**src/rtl/sprite_ram_dma_if.sv**
```systemverilog
// Signal bundle between the vblank sprite DMA engine, the CPU bus / work RAM
// source, and the mainboard sprite RAM write port.
interface sprite_ram_dma_if #(
  parameter int ADDR_W    = 11,
  parameter int REC_SHIFT = 2
);
  logic                      vblank_start;
  logic                      dma_ack;
  logic [7:0]                src_data;
  logic                      dma_req;
  logic                      src_rd;
  logic [ADDR_W-1:0]         src_addr;
  logic                      spr_we;
  logic [ADDR_W-1:0]         spr_addr;
  logic [7:0]                spr_data;
  logic                      busy;
  logic                      done;
  logic [ADDR_W-REC_SHIFT:0] rec_count;
  logic                      overrun;

  modport master (
    input  vblank_start, dma_ack, src_data,
    output dma_req, src_rd, src_addr, spr_we, spr_addr, spr_data,
           busy, done, rec_count, overrun
  );

  modport slave (
    output vblank_start, dma_ack, src_data,
    input  dma_req, src_rd, src_addr, spr_we, spr_addr, spr_data,
           busy, done, rec_count, overrun
  );
endinterface

```
**src/rtl/sprite_ram_dma.sv**
```systemverilog
// Vblank DMA: copies the sprite list from CPU work RAM into sprite RAM until the
// end-of-list marker or the last address. Define SPR_DMA_CLEAR_EN to zero-fill the tail.
module sprite_ram_dma #(
  parameter int         ADDR_W    = 11,
  parameter int         REC_SHIFT = 2,
  parameter logic [7:0] END_MARK  = 8'hFF
) (
  input  logic             master_clk,
  input  logic             nRESET,
  sprite_ram_dma_if.master bus
);
  localparam int                RC_W      = ADDR_W - REC_SHIFT + 1;
  localparam logic [ADDR_W-1:0] LAST_ADDR = '1;
  localparam logic [ADDR_W-1:0] REC_MASK  = ADDR_W'((1 << REC_SHIFT) - 1);

  typedef enum logic [2:0] {
    IDLE,
    REQ,
    RUN,
`ifdef SPR_DMA_CLEAR_EN
    CLEAR,
`endif
    DONE
  } state_t;

  typedef struct packed {
    logic              dma_req;
    logic              src_rd;
    logic [ADDR_W-1:0] src_addr;
    logic              spr_we;
    logic [ADDR_W-1:0] spr_addr;
    logic [7:0]        spr_data;
    logic              busy;
    logic              done;
    logic [RC_W-1:0]   rec_count;
    logic              overrun;
  } out_t;

  state_t          state_q, state_d;
  logic [ADDR_W:0] ptr_q, ptr_d;   // MSB set once the final address has been read
  out_t            out_q, out_d;
  logic            is_first, is_mark, finish;

  always_ff @(posedge master_clk) begin
    // NOTE: reset is sampled on the clock edge; all state uses <= so every
    // register sees pre-edge values of the others.
    if (!nRESET) begin
      state_q <= IDLE;
      ptr_q   <= '0;
      out_q   <= '0;
    end else begin
      state_q <= state_d;
      ptr_q   <= ptr_d;
      out_q   <= out_d;
    end
  end

  always_comb begin
    // NOTE: every signal written here gets a default first, so no path leaves
    // one unassigned and no latch is inferred.
    state_d       = state_q;
    ptr_d         = ptr_q;
    out_d         = out_q;
    out_d.src_rd  = 1'b0;
    out_d.spr_we  = 1'b0;
    out_d.done    = 1'b0;
    out_d.overrun = out_q.overrun | (bus.vblank_start & (state_q != IDLE));
    finish        = 1'b0;
    is_first      = out_q.spr_we && ((out_q.spr_addr & REC_MASK) == '0);
    is_mark       = is_first && (out_q.spr_data == END_MARK);

    case (state_q)
      IDLE: if (bus.vblank_start) begin
        state_d         = REQ;
        ptr_d           = '0;
        out_d.dma_req   = 1'b1;
        out_d.busy      = 1'b1;
        out_d.rec_count = '0;
      end
      REQ: if (bus.dma_ack) begin
        state_d        = RUN;
        out_d.src_rd   = 1'b1;
        out_d.src_addr = ptr_q[ADDR_W-1:0];
        ptr_d          = ptr_q + 1'b1;
      end
      RUN: begin
        if (is_first && !is_mark) out_d.rec_count = out_q.rec_count + 1'b1;
        // The marker write is visible now; any read issued alongside it is dropped.
        if (is_mark) begin
`ifdef SPR_DMA_CLEAR_EN
          if (out_q.spr_addr != LAST_ADDR) begin
            state_d        = CLEAR;
            out_d.dma_req  = 1'b0;
            out_d.spr_we   = 1'b1;
            out_d.spr_addr = out_q.spr_addr + 1'b1;
            out_d.spr_data = '0;
          end else begin
            finish = 1'b1;
          end
`else
          finish = 1'b1;
`endif
        end else if (out_q.spr_we && out_q.spr_addr == LAST_ADDR) begin
          finish = 1'b1;
        end else begin
          if (out_q.src_rd) begin
            out_d.spr_we   = 1'b1;
            out_d.spr_addr = out_q.src_addr;
            out_d.spr_data = bus.src_data;
          end
          if (bus.dma_ack && !ptr_q[ADDR_W]) begin
            out_d.src_rd   = 1'b1;
            out_d.src_addr = ptr_q[ADDR_W-1:0];
            ptr_d          = ptr_q + 1'b1;
          end
        end
      end
`ifdef SPR_DMA_CLEAR_EN
      CLEAR: begin
        if (out_q.spr_addr == LAST_ADDR) begin
          finish = 1'b1;
        end else begin
          out_d.spr_we   = 1'b1;
          out_d.spr_addr = out_q.spr_addr + 1'b1;
          out_d.spr_data = '0;
        end
      end
`endif
      DONE:    state_d = IDLE;
      default: state_d = IDLE;
    endcase

    if (finish) begin
      state_d       = DONE;
      out_d.dma_req = 1'b0;
      out_d.busy    = 1'b0;
      out_d.done    = 1'b1;
      out_d.spr_we  = 1'b0;
      out_d.src_rd  = 1'b0;
    end
  end

  assign bus.dma_req   = out_q.dma_req;
  assign bus.src_rd    = out_q.src_rd;
  assign bus.src_addr  = out_q.src_addr;
  assign bus.spr_we    = out_q.spr_we;
  assign bus.spr_addr  = out_q.spr_addr;
  assign bus.spr_data  = out_q.spr_data;
  assign bus.busy      = out_q.busy;
  assign bus.done      = out_q.done;
  assign bus.rec_count = out_q.rec_count;
  assign bus.overrun   = out_q.overrun;
endmodule

```
**src/flat_wrapper.sv**
```systemverilog
// flat-port wrapper written by rule: the top's interface ports become plain ports
module sprite_ram_dma_flat 
#(
  parameter int         ADDR_W    = 11,
  parameter int         REC_SHIFT = 2,
  parameter logic [7:0] END_MARK  = 8'hFF
)
  (master_clk, nRESET, bus_vblank_start, bus_dma_ack, bus_src_data, bus_dma_req, bus_src_rd, bus_src_addr, bus_spr_we, bus_spr_addr, bus_spr_data, bus_busy, bus_done, bus_rec_count, bus_overrun);
  sprite_ram_dma_if #(.ADDR_W(ADDR_W), .REC_SHIFT(REC_SHIFT)) bus_i ();
  input  logic master_clk;
  input  logic nRESET;
  input wire logic [$bits(bus_i.vblank_start)-1:0] bus_vblank_start;
  input wire logic [$bits(bus_i.dma_ack)-1:0] bus_dma_ack;
  input wire logic [$bits(bus_i.src_data)-1:0] bus_src_data;
  output wire logic [$bits(bus_i.dma_req)-1:0] bus_dma_req;
  output wire logic [$bits(bus_i.src_rd)-1:0] bus_src_rd;
  output wire logic [$bits(bus_i.src_addr)-1:0] bus_src_addr;
  output wire logic [$bits(bus_i.spr_we)-1:0] bus_spr_we;
  output wire logic [$bits(bus_i.spr_addr)-1:0] bus_spr_addr;
  output wire logic [$bits(bus_i.spr_data)-1:0] bus_spr_data;
  output wire logic [$bits(bus_i.busy)-1:0] bus_busy;
  output wire logic [$bits(bus_i.done)-1:0] bus_done;
  output wire logic [$bits(bus_i.rec_count)-1:0] bus_rec_count;
  output wire logic [$bits(bus_i.overrun)-1:0] bus_overrun;
  assign bus_i.vblank_start = bus_vblank_start;
  assign bus_i.dma_ack = bus_dma_ack;
  assign bus_i.src_data = bus_src_data;
  assign bus_dma_req = bus_i.dma_req;
  assign bus_src_rd = bus_i.src_rd;
  assign bus_src_addr = bus_i.src_addr;
  assign bus_spr_we = bus_i.spr_we;
  assign bus_spr_addr = bus_i.spr_addr;
  assign bus_spr_data = bus_i.spr_data;
  assign bus_busy = bus_i.busy;
  assign bus_done = bus_i.done;
  assign bus_rec_count = bus_i.rec_count;
  assign bus_overrun = bus_i.overrun;
  sprite_ram_dma #(.ADDR_W(ADDR_W), .REC_SHIFT(REC_SHIFT), .END_MARK(END_MARK)) u_core (.master_clk(master_clk), .nRESET(nRESET), .bus(bus_i));
endmodule
```
**config.mk**
```make
export PLATFORM = sky130hd
export DESIGN_NAME = sprite_ram_dma_flat
export DESIGN_NICKNAME = d
export VERILOG_FILES = /design/src/rtl/sprite_ram_dma_if.sv /design/src/rtl/sprite_ram_dma.sv /design/src/flat_wrapper.sv
export SDC_FILE = /design/constraint.sdc
export NUM_CORES = 1
export LEC_CHECK = 0
export CORE_ASPECT_RATIO = 1.2
export CORE_MARGIN = 3
export CORE_UTILIZATION = 50
export DETAILED_ROUTE_END_ITERATION = 8
export GPL_ROUTABILITY_DRIVEN = 0
export PLACE_DENSITY = 0.79
export REMOVE_ABC_BUFFERS = 1
export SETUP_SLACK_MARGIN = 0.5
export SLEW_MARGIN = 20
export SYNTH_ARGS = -nofsm -noshare
export SYNTH_HDL_FRONTEND = slang
export SYNTH_SLANG_ARGS = --single-unit
```
**constraint.sdc**
```tcl
create_clock -name master_clk -period 6.1 [get_ports master_clk]
set_input_delay 1.22 -clock master_clk [delete_from_list [all_inputs] [get_ports master_clk]]
set_output_delay 1.22 -clock master_clk [all_outputs]
set_load 0.02 [all_outputs]
```
==> results.ini, run 1 <==
[die]
die_h_um = 86.8
core_um2 = 5080
die_area_um2 = 6360
io_pins = 58
row_count = 28
die_x_um = 73.3
start_util_pct = 53.5

[global_routing]
grt-ovfl-total = 0
grt_max_degree = 32
first_global_vias = 2160
grt.total_usage_pct = 21.5
grt_first_pass_wirelength_um = 10600
antenna_found_initial = 0

[cts]
cts-root-buf = clkbuf_8
cts_repair_resize_count = 0
cts_tree = done
htree_levels = 3
hold_buffers = 0
post-cts-setup-buffers = 0
clkTransAtPathRegs_ns = 0.07
numClockSinks = 59
cts_made_buffers = 9
clk_latency_ns = 0.34
cts_buffer_depth = 2

[power_and_ir_drop]
power_density_nw_per_um2 = 330
ir_worst_vdd_mv = 0.194
p_leak_uw = 0.00122

[run]
drv_cap = 0

[outcome]
run_status = completed

[synth]
synthAdderAreaFrac_pct = 2.76
yosysTopAreaCell = dfxtp_1
synth_xor_area_share_pct = 2.58
synthSimpleGateAreaFrac_pct = 23.8
synth_seq_area_share_pct = 43.4
yosys-top-cells-area = dfxtp_1, mux2i_1, nor2b_1
synth_top_family_by_area = simple AND/OR/NAND/NOR gates
synth_area_per_cell_um2 = 9.65
yosysWarnings = 0
synth.area.mux_share_pct = 7.36
synthFlopType = dfxtp_1
synth.most_common_cell = dfxtp_1
synth_seq_cells = 59
synth.top_cell.area_share_pct = 43.4
synthesis.area_um2 = 2720
synth_cell_type_count = 43
ys_top_cells_by_count = dfxtp_1, nand2_1, mux2i_1, nor2b_1, nand3_1
netlist_instances = 282
synth_edf_count = 0
synth-compound-area-share_pct = 16.1
synthArstFlopShare_pct = 0

[route]
antenna_left = 0
dr.first_iter.drc_count = 166
drc = 0
wl_um = 6390
num_vias = 2287
avgRoutedWirePerCell_um = 15.9
firstDrtPassIters = 5
drt-vias-per-instance = 5.69

[critical_path]
crit_type = input port to flop
critPathLaunchType = input port
critPathRequiredTime_ns = 6.39
crit_arrival_ns = 3.39
path_max_fanout = 14
cp-end-kind = flop

[finish]
antenna_cells = 0
final_util_pct = 70.0
syn_to_final_growth_pct = 30.8
drive_gt1_share_pct = 7.02
nNetsFinal = 355

[sta]
maxSlewHeadroom_pct = 44.3
fin_worst_skew_ns = 0.00916
fin_crit_sh_pct = 50.9
tightest_slew_ns = 0.833
final_hold_viol_count = 0
slew_viol_final = 0
timing.setup.tns_ns = 0
finalCriticalPeriod_ns = 3.10
setup_violations = 0
fmax_mhz = 322
rsz0062_at_grt = no

[placed_design]
portBuffers = 57
hpwl_um = 4540

[min_path]
holdCritPathClass = flop to flop

-- through the flow --
stage / total power, µW / hold WS (ns) / setup WS, ns / cells / instance area, µm²
finish: 1180 / 0.494 / 3.00 / 402 / 3560
CTS: 1180 / 0.503 / 3.00 / 402 / 3560
detailed placement: 746 / 0.489 / 2.68 / 386 / 3320
global route: 1240 / 0.532 / 2.78 / 402 / 3560
floorplan: 654 / 0.489 / 2.70 / 267 / 2640
global placement: 737 / 0.476 / 2.70 / 386 / 3320
-- state kept, by name, summed over array words and instances (netlist names) --
name	flops
u_core.ptr_q	12
u_core.bus.spr_addr	11
u_core.bus.src_addr	11
u_core.bus.rec_count	10
u_core.bus.spr_data	8
u_core.state_q	2
u_core.bus.busy	1
u_core.bus.done	1
u_core.bus.overrun	1
u_core.bus.spr_we	1
u_core.bus.src_rd	1
-- metal layers --
layer / GRT usage [%] / share of wire [%] / routed length [µm] / up-vias
li1: - / - / - / 1144
met1: 27.2 / 43 / 2780 / 1052
met2: 34.9 / 48 / 3080 / 78
met3: 6.03 / 6.5 / 416 / 13
met4: 7.91 / 1.8 / 117 / 0
met5: 0 / 0 / 0 / -
-- layout by cell type, fill, tap and decap left out, types with 2 or more instances in the layout --
cell type,n
dfxtp_1,59
clkdlybuf4s50_1,57
nand2_1,22
mux2i_1,20
nor2b_1,20
nand3_1,19
nor2_1,14
a21oi_1,13
nor3b_1,11
a22o_1,11
clkbuf_8,10
a32o_1,9
nand4_1,8
xnor2_1,8
inv_1,7
ha_1,6
and3_1,5
o21a_1,4
and4_1,3
nand2b_1,3
and2_1,3
a211oi_1,3
bufinv_16,3
clkinv_2,2
buf_4,2
-- worst paths after layout --
path	from	to	slack [ns]	cells past startpoint
hold reg to reg	u_core.bus.overrun$_SDFF_PN0_	u_core.bus.overrun$_SDFF_PN0_	0.49	2
setup reg to reg	u_core.state_q[0]$_SDFFE_PN0P_	u_core.bus.src_addr[1]$_SDFFE_PN0P_	3.30	7
hold / removal	u_core.bus.overrun$_SDFF_PN0_	u_core.bus.overrun$_SDFF_PN0_	0.49	2
setup / recovery	bus_vblank_start	u_core.ptr_q[2]$_SDFFE_PN0P_	3.00	5
-- cells by family after synthesis --
| logic type | count (synthesis) |
|---|---|
| xor gates and xnor gates | 8 |
| DFF | 59 |
| adders and majority gates | 6 |
| buffers and inverters | 22 |
| and+or+nand+nor | 113 |
| muxes | 20 |
| AOI/OAI and AO/OA | 54 |
-- critical path, stage by stage --
cell and delay (ns):
clkdlybuf4s50_1 0.60, nor2_1 0.16, nor2_1 0.66, and3_1 0.52, a41o_1 0.22
-- cell type report --
type                    count  area (µm²)
clock buffers              11         141
clock inverters             5         100
fillers                   405        1520
inverters                   7        26.3
multi-input cells         201        1450
flip-flops and latches     59        1180
well taps                  60        75.1
repair buffers             59         586
-- report_power, final --
part           internal (µW)  switching [µW]
Sequential               403            21.1
Clock                    281             151
Combinational            114             204
Total                    799             376
Power figures use the tool's default switching activity.
==> inputs of run 2 (changes only) <==
Clock period 6.1 ns to 3.1 ns, I/O delays scaled along.
==> run 2 against run 1 <==
Die area unchanged. Critical path depth increased by 2. Non-clock buffer count is 3 higher. Flip-flop and latch count is the same. Sequential power up 97%. Cell count up 0.75%. Sequential share of layout area rose by 0.13 points. First-iteration DRC count grew 4.8%. Critical endpoint unchanged. Setup slack got worse by 2.3 ns. Largest cell class unchanged.
==> results.ini, run 2 (synthesized netlist as in run 1, its figures left out) <==
[placed_design]
portBuffers = 57  ; unchanged
hpwl_um = 4510  ; -0.62%
placed_area_um2 = 3340  ; +0.68%

[finish]
largest_register_ffs = 12  ; unchanged
design_area_um2 = 3540  ; -0.39%
final_util_pct = 69.8  ; -0.27 points
syn_to_final_growth_pct = 30.3
nNetsFinal = 358  ; +0.85%
drive_gt1_share_pct = 8.41  ; +1.4 points
final_common_cell = dfxtp_1
regMostFlops = u_core.ptr_q
final_cell_mix = dfxtp_1, clkdlybuf4s50_1, nand2_1
antenna_cells = 0  ; unchanged

[sta]
rsz0062_at_grt = no
final_hold_viol_count = 0  ; unchanged
fin_worst_skew_ns = 0.0130  ; +0.00382 ns
fin_crit_sh_pct = 76.1
setup_violations = 0  ; unchanged
timing.setup.tns_ns = 0  ; unchanged
maxSlewHeadroom_pct = 53.4  ; +9.1 points
fmax_mhz = 424
tightest_slew_ns = 0.695  ; -0.138 ns
worst_hold_slack_ns = 0.500  ; +0.00525 ns
slew_viol_final = 0  ; unchanged
finalCriticalPeriod_ns = 2.36

[die]
die_h_um = 86.8  ; unchanged
start_util_pct = 53.5  ; unchanged
die_area_um2 = 6360  ; unchanged
row_count = 28  ; unchanged
core_um2 = 5080  ; unchanged
io_pins = 58  ; unchanged
die_x_um = 73.3  ; unchanged

[cts]
clk_latency_ns = 0.35  ; about the same
cts-root-buf = clkbuf_8
cts_buffer_depth = 2  ; unchanged
cts_made_buffers = 9  ; unchanged
cts_tree = done
post-cts-setup-buffers = 0  ; unchanged
htree_levels = 3  ; unchanged
numClockSinks = 59  ; unchanged
clkTransAtPathRegs_ns = 0.07  ; about the same

[run]
drv_cap = 0  ; unchanged

[power_and_ir_drop]
p_leak_uw = 0.00121  ; -0.70%
p_total_uw = 2190  ; +86%
power_density_nw_per_um2 = 617  ; +87%
ir_worst_vdd_mv = 0.452  ; +130%

[critical_path]
crit_arrival_ns = 2.65  ; -0.74 ns
critPathRequiredTime_ns = 3.39  ; -3.00 ns
critPathLaunchType = flop
startpoint = u_core.state_q[0]$_SDFFE_PN0P_
path_max_fanout = 11  ; -3
rr_startpoint = u_core.state_q[0]$_SDFFE_PN0P_
cp-end-kind = flop
crit_type = flop to flop
rrSetupSlack_ns = 0.74  ; -2.56 ns

[global_routing]
grt-ovfl-total = 0  ; unchanged
antenna_found_initial = 0  ; unchanged
grt_max_degree = 46  ; +44%
grt.total_usage_pct = 21.2  ; -0.37 points
first_global_vias = 2280  ; +5.6%
grt_first_pass_wirelength_um = 10500  ; -0.52%

[route]
dr.first_iter.drc_count = 174  ; +4.8%
drt-vias-per-instance = 5.66  ; -0.57%
avgRoutedWirePerCell_um = 15.6  ; -1.7%
antenna_left = 0  ; unchanged
firstDrtPassIters = 4  ; -1
wl_um = 6330  ; -1.0%
drc = 0  ; unchanged
num_vias = 2291  ; +0.17%

[min_path]
worstHoldStart = u_core.bus.overrun$_SDFF_PN0_
holdCritPathClass = flop to flop

[outcome]
run_status = completed

==> run 2: changes by cell type in the layout (fill, tap and decap cells not counted) <==
cell	before	now
clkinv_2	2	1
inv_6	0	1
bufinv_16	3	1
clkinv_4	0	3
buf_4	2	5
clkbuf_1	1	0
a21boi_2	0	1
clkbuf_8	10	9
clkinvlp_4	0	1
a21boi_1	1	0
==> run 2: worst paths after layout <==
path | cells after the start | end
worst max register to register | 7 | u_core.ptr_q[2]$_SDFFE_PN0P_
worst max-delay path | 7 | u_core.ptr_q[2]$_SDFFE_PN0P_
worst min-delay path | 2 | u_core.bus.overrun$_SDFF_PN0_
worst min register to register | 2 | u_core.bus.overrun$_SDFF_PN0_
==> run 2: report_power, final <==
group / switching [µW] / internal [µW]
clock: 334 / 376
combinational: 399 / 240
sequential: 42.7 / 793
total: 776 / 1410
==> run 2: cell type report <==
| type | count | area [µm²] |
|---|---|---|
| Fill cell | 407 | 1540 |
| Multi-Input combinational cell | 201 | 1450 |
| Sequential cell | 59 | 1180 |
| Timing Repair Buffer | 62 | 608 |
| Clock buffer | 9 | 124 |
| Clock inverter | 7 | 77.6 |
| Tap cell | 60 | 75.1 |
| Inverter | 7 | 26.3 |
==> run 2: stage by stage <==
step           worst slack [ns]  std cells
2_1_floorplan            -0.296        267
3_3_place_gp              0.766        389
3_5_place_dp              0.688        389
4_1_cts                   0.677        405
5_1_grt                   0.578        405
6_report                  0.739        405
==> run 2: routing by layer <==
| metal | up-vias | routed length, µm | global-route usage (%) |
|---|---|---|---|
| met3 | 12 | 404 | 5.80 |
| li1 | 1137 | - | - |
| met5 | - | 0 | 0 |
| met1 | 1081 | 2920 | 27.7 |
| met2 | 61 | 2910 | 32.0 |
| met4 | 0 | 103 | 10.4 |
==> run 2: critical path, cell delays in order (launching register included) <==
cell	delay (ns)
dfxtp_1	0.40
inv_1	0.08
ha_1	0.34
nor4bb_4	0.21
nor3b_2	0.18
a2111oi_4	0.39
and3_1	0.48
a41o_1	0.23
==> run 2: what timing repair did <==
| item | 4_1_cts | 5_1_grt |
|---|---|---|
| hold buffers | 0 | 0 |
| endpoints found under the hold margin | 0 | 0 |
| setup endpoints to repair | 0 | 11 |
| gates resized for setup | 0 | 1 |
==> inputs of run 3 (changes only) <==
Settings changed: CORE_UTILIZATION 50 to 46, PLACE_DENSITY 0.79 to 0.76.
Clock period 3.1 ns to 2 ns, I/O delays scaled along.
==> run 3 against run 2 <==
Highest routed layer unchanged. Cell count grew 15%. Design area rose by 17%. Critical path depth up 2. Largest cell class unchanged. Global-route usage is 0.38 points higher. First-iteration DRC count fell by 20%. Clock skew shrank 0.0010 ns.
==> results.ini, run 3 (synthesized netlist as in run 1, its figures left out) <==
[die]
io_pins = 58  ; unchanged
row_count = 30  ; +7.1%
core_um2 = 5710  ; +12%
die_area_um2 = 6880  ; +8.0%
die_h_um = 90.2  ; +4.0%
start_util_pct = 47.7  ; -5.9 points
die_x_um = 76.2  ; +3.9%

[power_and_ir_drop]
p_leak_uw = 0.00168  ; +39%
power_density_nw_per_um2 = 1000  ; +63%
ir_worst_vdd_mv = 0.617  ; +37%
p_total_uw = 4170  ; +91%

[placed_design]
hpwl_um = 4610  ; +2.2%
portBuffers = 57  ; unchanged
placed_area_um2 = 3530  ; +5.6%

[critical_path]
critPathLaunchType = flop
rr_startpoint = u_core.state_q[0]$_SDFFE_PN0P_
path_max_fanout = 5  ; -6
path_buf_inv = 3  ; +2
critPathRequiredTime_ns = 2.23  ; -1.16 ns
cp-end-kind = flop
reg2reg_depth = 9  ; +2
crit_family = simple AND/OR/NAND/NOR gates
cp-endpoint = u_core.ptr_q[9]$_SDFFE_PN0P_
crit_slowest_cell = dfxtp_2
path_depth = 9  ; +2
critPathMaxStageDelay_ns = 0.32  ; -0.16 ns
r2r-end = u_core.ptr_q[9]$_SDFFE_PN0P_
crit_arrival_ns = 2.15  ; -0.50 ns
startpoint = u_core.state_q[0]$_SDFFE_PN0P_
path_cells = inv_2 -> ha_4 -> nor4bb_4 -> nor3b_4 -> a2111oi_4 -> buf_4 -> and3_4 -> buf_6 -> a32o_1
crit_type = flop to flop
rrSetupSlack_ns = 0.08  ; -0.66 ns

[cts]
cts_buffer_depth = 2  ; unchanged
hold_buffers = 0  ; unchanged
cts_tree = done
cts_made_buffers = 9  ; unchanged
htree_levels = 3  ; unchanged
cts-root-buf = clkbuf_8
clkTransAtPathRegs_ns = 0.06  ; about the same
clk_latency_ns = 0.34  ; about the same
numClockSinks = 59  ; unchanged

[route]
drc = 0  ; unchanged
dr.first_iter.drc_count = 139  ; -20%
drt-vias-per-instance = 5.56  ; -1.8%
antenna_left = 0  ; unchanged
avgRoutedWirePerCell_um = 17.0  ; +8.6%
firstDrtPassIters = 4  ; unchanged
num_vias = 2595  ; +13%
wl_um = 7930  ; +25%

[finish]
largest_register_ffs = 12  ; unchanged
drive_gt1_share_pct = 31.0  ; +23 points
final_util_pct = 72.9  ; +3.1 points
final_cell_mix = dfxtp_1, dlygate4sd2_1, buf_4
nNetsFinal = 400  ; +12%
syn_to_final_growth_pct = 52.8
final_common_cell = dfxtp_1
regMostFlops = u_core.ptr_q
antenna_cells = 0  ; unchanged
design_area_um2 = 4160  ; +17%
nFillCells = 401  ; -1.5%

[sta]
slew_viol_final = 0  ; unchanged
fin_crit_sh_pct = 95.8  ; +20 points
timing.setup.tns_ns = 0  ; unchanged
final_hold_viol_count = 0  ; unchanged
maxSlewHeadroom_pct = 75.8  ; +22 points
fin_worst_skew_ns = 0.0120  ; -0.000995 ns
tightest_slew_ns = 0.362  ; -0.333 ns
setup_violations = 0  ; unchanged
rsz0062_at_grt = yes
finalCriticalPeriod_ns = 1.92  ; -0.444 ns
fmax_mhz = 522  ; +23%

[outcome]
run_status = completed

[global_routing]
grt-ovfl-total = 0  ; unchanged
first_global_vias = 2441  ; +7.1%
grt_max_degree = 20  ; -57%
antenna_found_initial = 0  ; unchanged
grt.total_usage_pct = 21.6  ; +0.38 points
grt_first_pass_wirelength_um = 11800  ; +12%

[run]
drv_cap = 0  ; unchanged

[min_path]
holdCritPathClass = flop to flop

## run 3: changes by cell type in the layout (fill, tap and decap cells not counted), sizes merged
cell | previous run | this run
clkdlybuf4s50 | 57 | 11
clkdlybuf4s15 | 0 | 6
dlygate4sd2 | 0 | 32
buf | 5 | 46
clkbuf | 9 | 24
clkinvlp | 1 | 0
clkinv | 4 | 0
inv | 8 | 7
## run 3: through the flow
stage / std cells / setup WS (ns) / hold slack, ns
after floorplan: 267 / -1.40 / 0.489
after global placement: 429 / -0.0406 / 0.478
after detailed placement: 429 / -0.0881 / 0.488
after CTS: 453 / 0.114 / 0.499
after global routing: 467 / -0.00454 / 0.537
final: 467 / 0.0833 / 0.502
## run 3: area by class of cell
cell class	instances	area (µm²)	share of cell area, %
Clock buffer	15	176	4.24
Clock inverter	1	30.0	0.722
Inverter	7	31.3	0.753
Multi-Input combinational cell	201	1680	40.5
Sequential cell	59	1190	28.7
Tap cell	80	100	2.41
Timing Repair Buffer	104	942	22.7
## run 3: per-layer routing
layer / up-vias / routed length (µm) / GRT usage, %
met5: - / 0 / 0
met4: 0 / 260 / 12.8
met3: 22 / 407 / 3.71
met2: 94 / 4000 / 37.0
met1: 1252 / 3260 / 25.0
li1: 1227 / - / -
## run 3: timing repair
item,in CTS,in global routing
gates resized for setup,88,59
endpoints found under the hold margin,0,0
gates cloned,2,1
pin swaps,16,19
setup buffers,6,13
endpoints found under the setup margin,104,70
## run 3: how the worst min path moves through the flow
stage	startpoint	endpoint	slack [ns]	cells after the start
finish	u_core.bus.overrun$_SDFF_PN0_	u_core.bus.overrun$_SDFF_PN0_	0.50	2
floorplan	u_core.ptr_q[6]$_SDFFE_PN0P_	u_core.bus.src_addr[6]$_SDFFE_PN0P_	0.49	1
global route	u_core.bus.src_addr[8]$_SDFFE_PN0P_	u_core.bus.src_addr[8]$_SDFFE_PN0P_	0.54	1
CTS	u_core.bus.overrun$_SDFF_PN0_	u_core.bus.overrun$_SDFF_PN0_	0.50	2
global placement	u_core.bus.overrun$_SDFF_PN0_	u_core.bus.overrun$_SDFF_PN0_	0.48	2
detailed placement	u_core.bus.overrun$_SDFF_PN0_	u_core.bus.overrun$_SDFF_PN0_	0.49	2
## run 3: worst min-delay path: stages, from the launching register on
cell     delay, ns
dfxtp_1       0.33
a21oi_1       0.05
nor2b_1       0.09
## run 3: report_power, final
part,switching (µW),internal (µW)
combinational,912,832
clock,448,680
sequential,64.2,1240
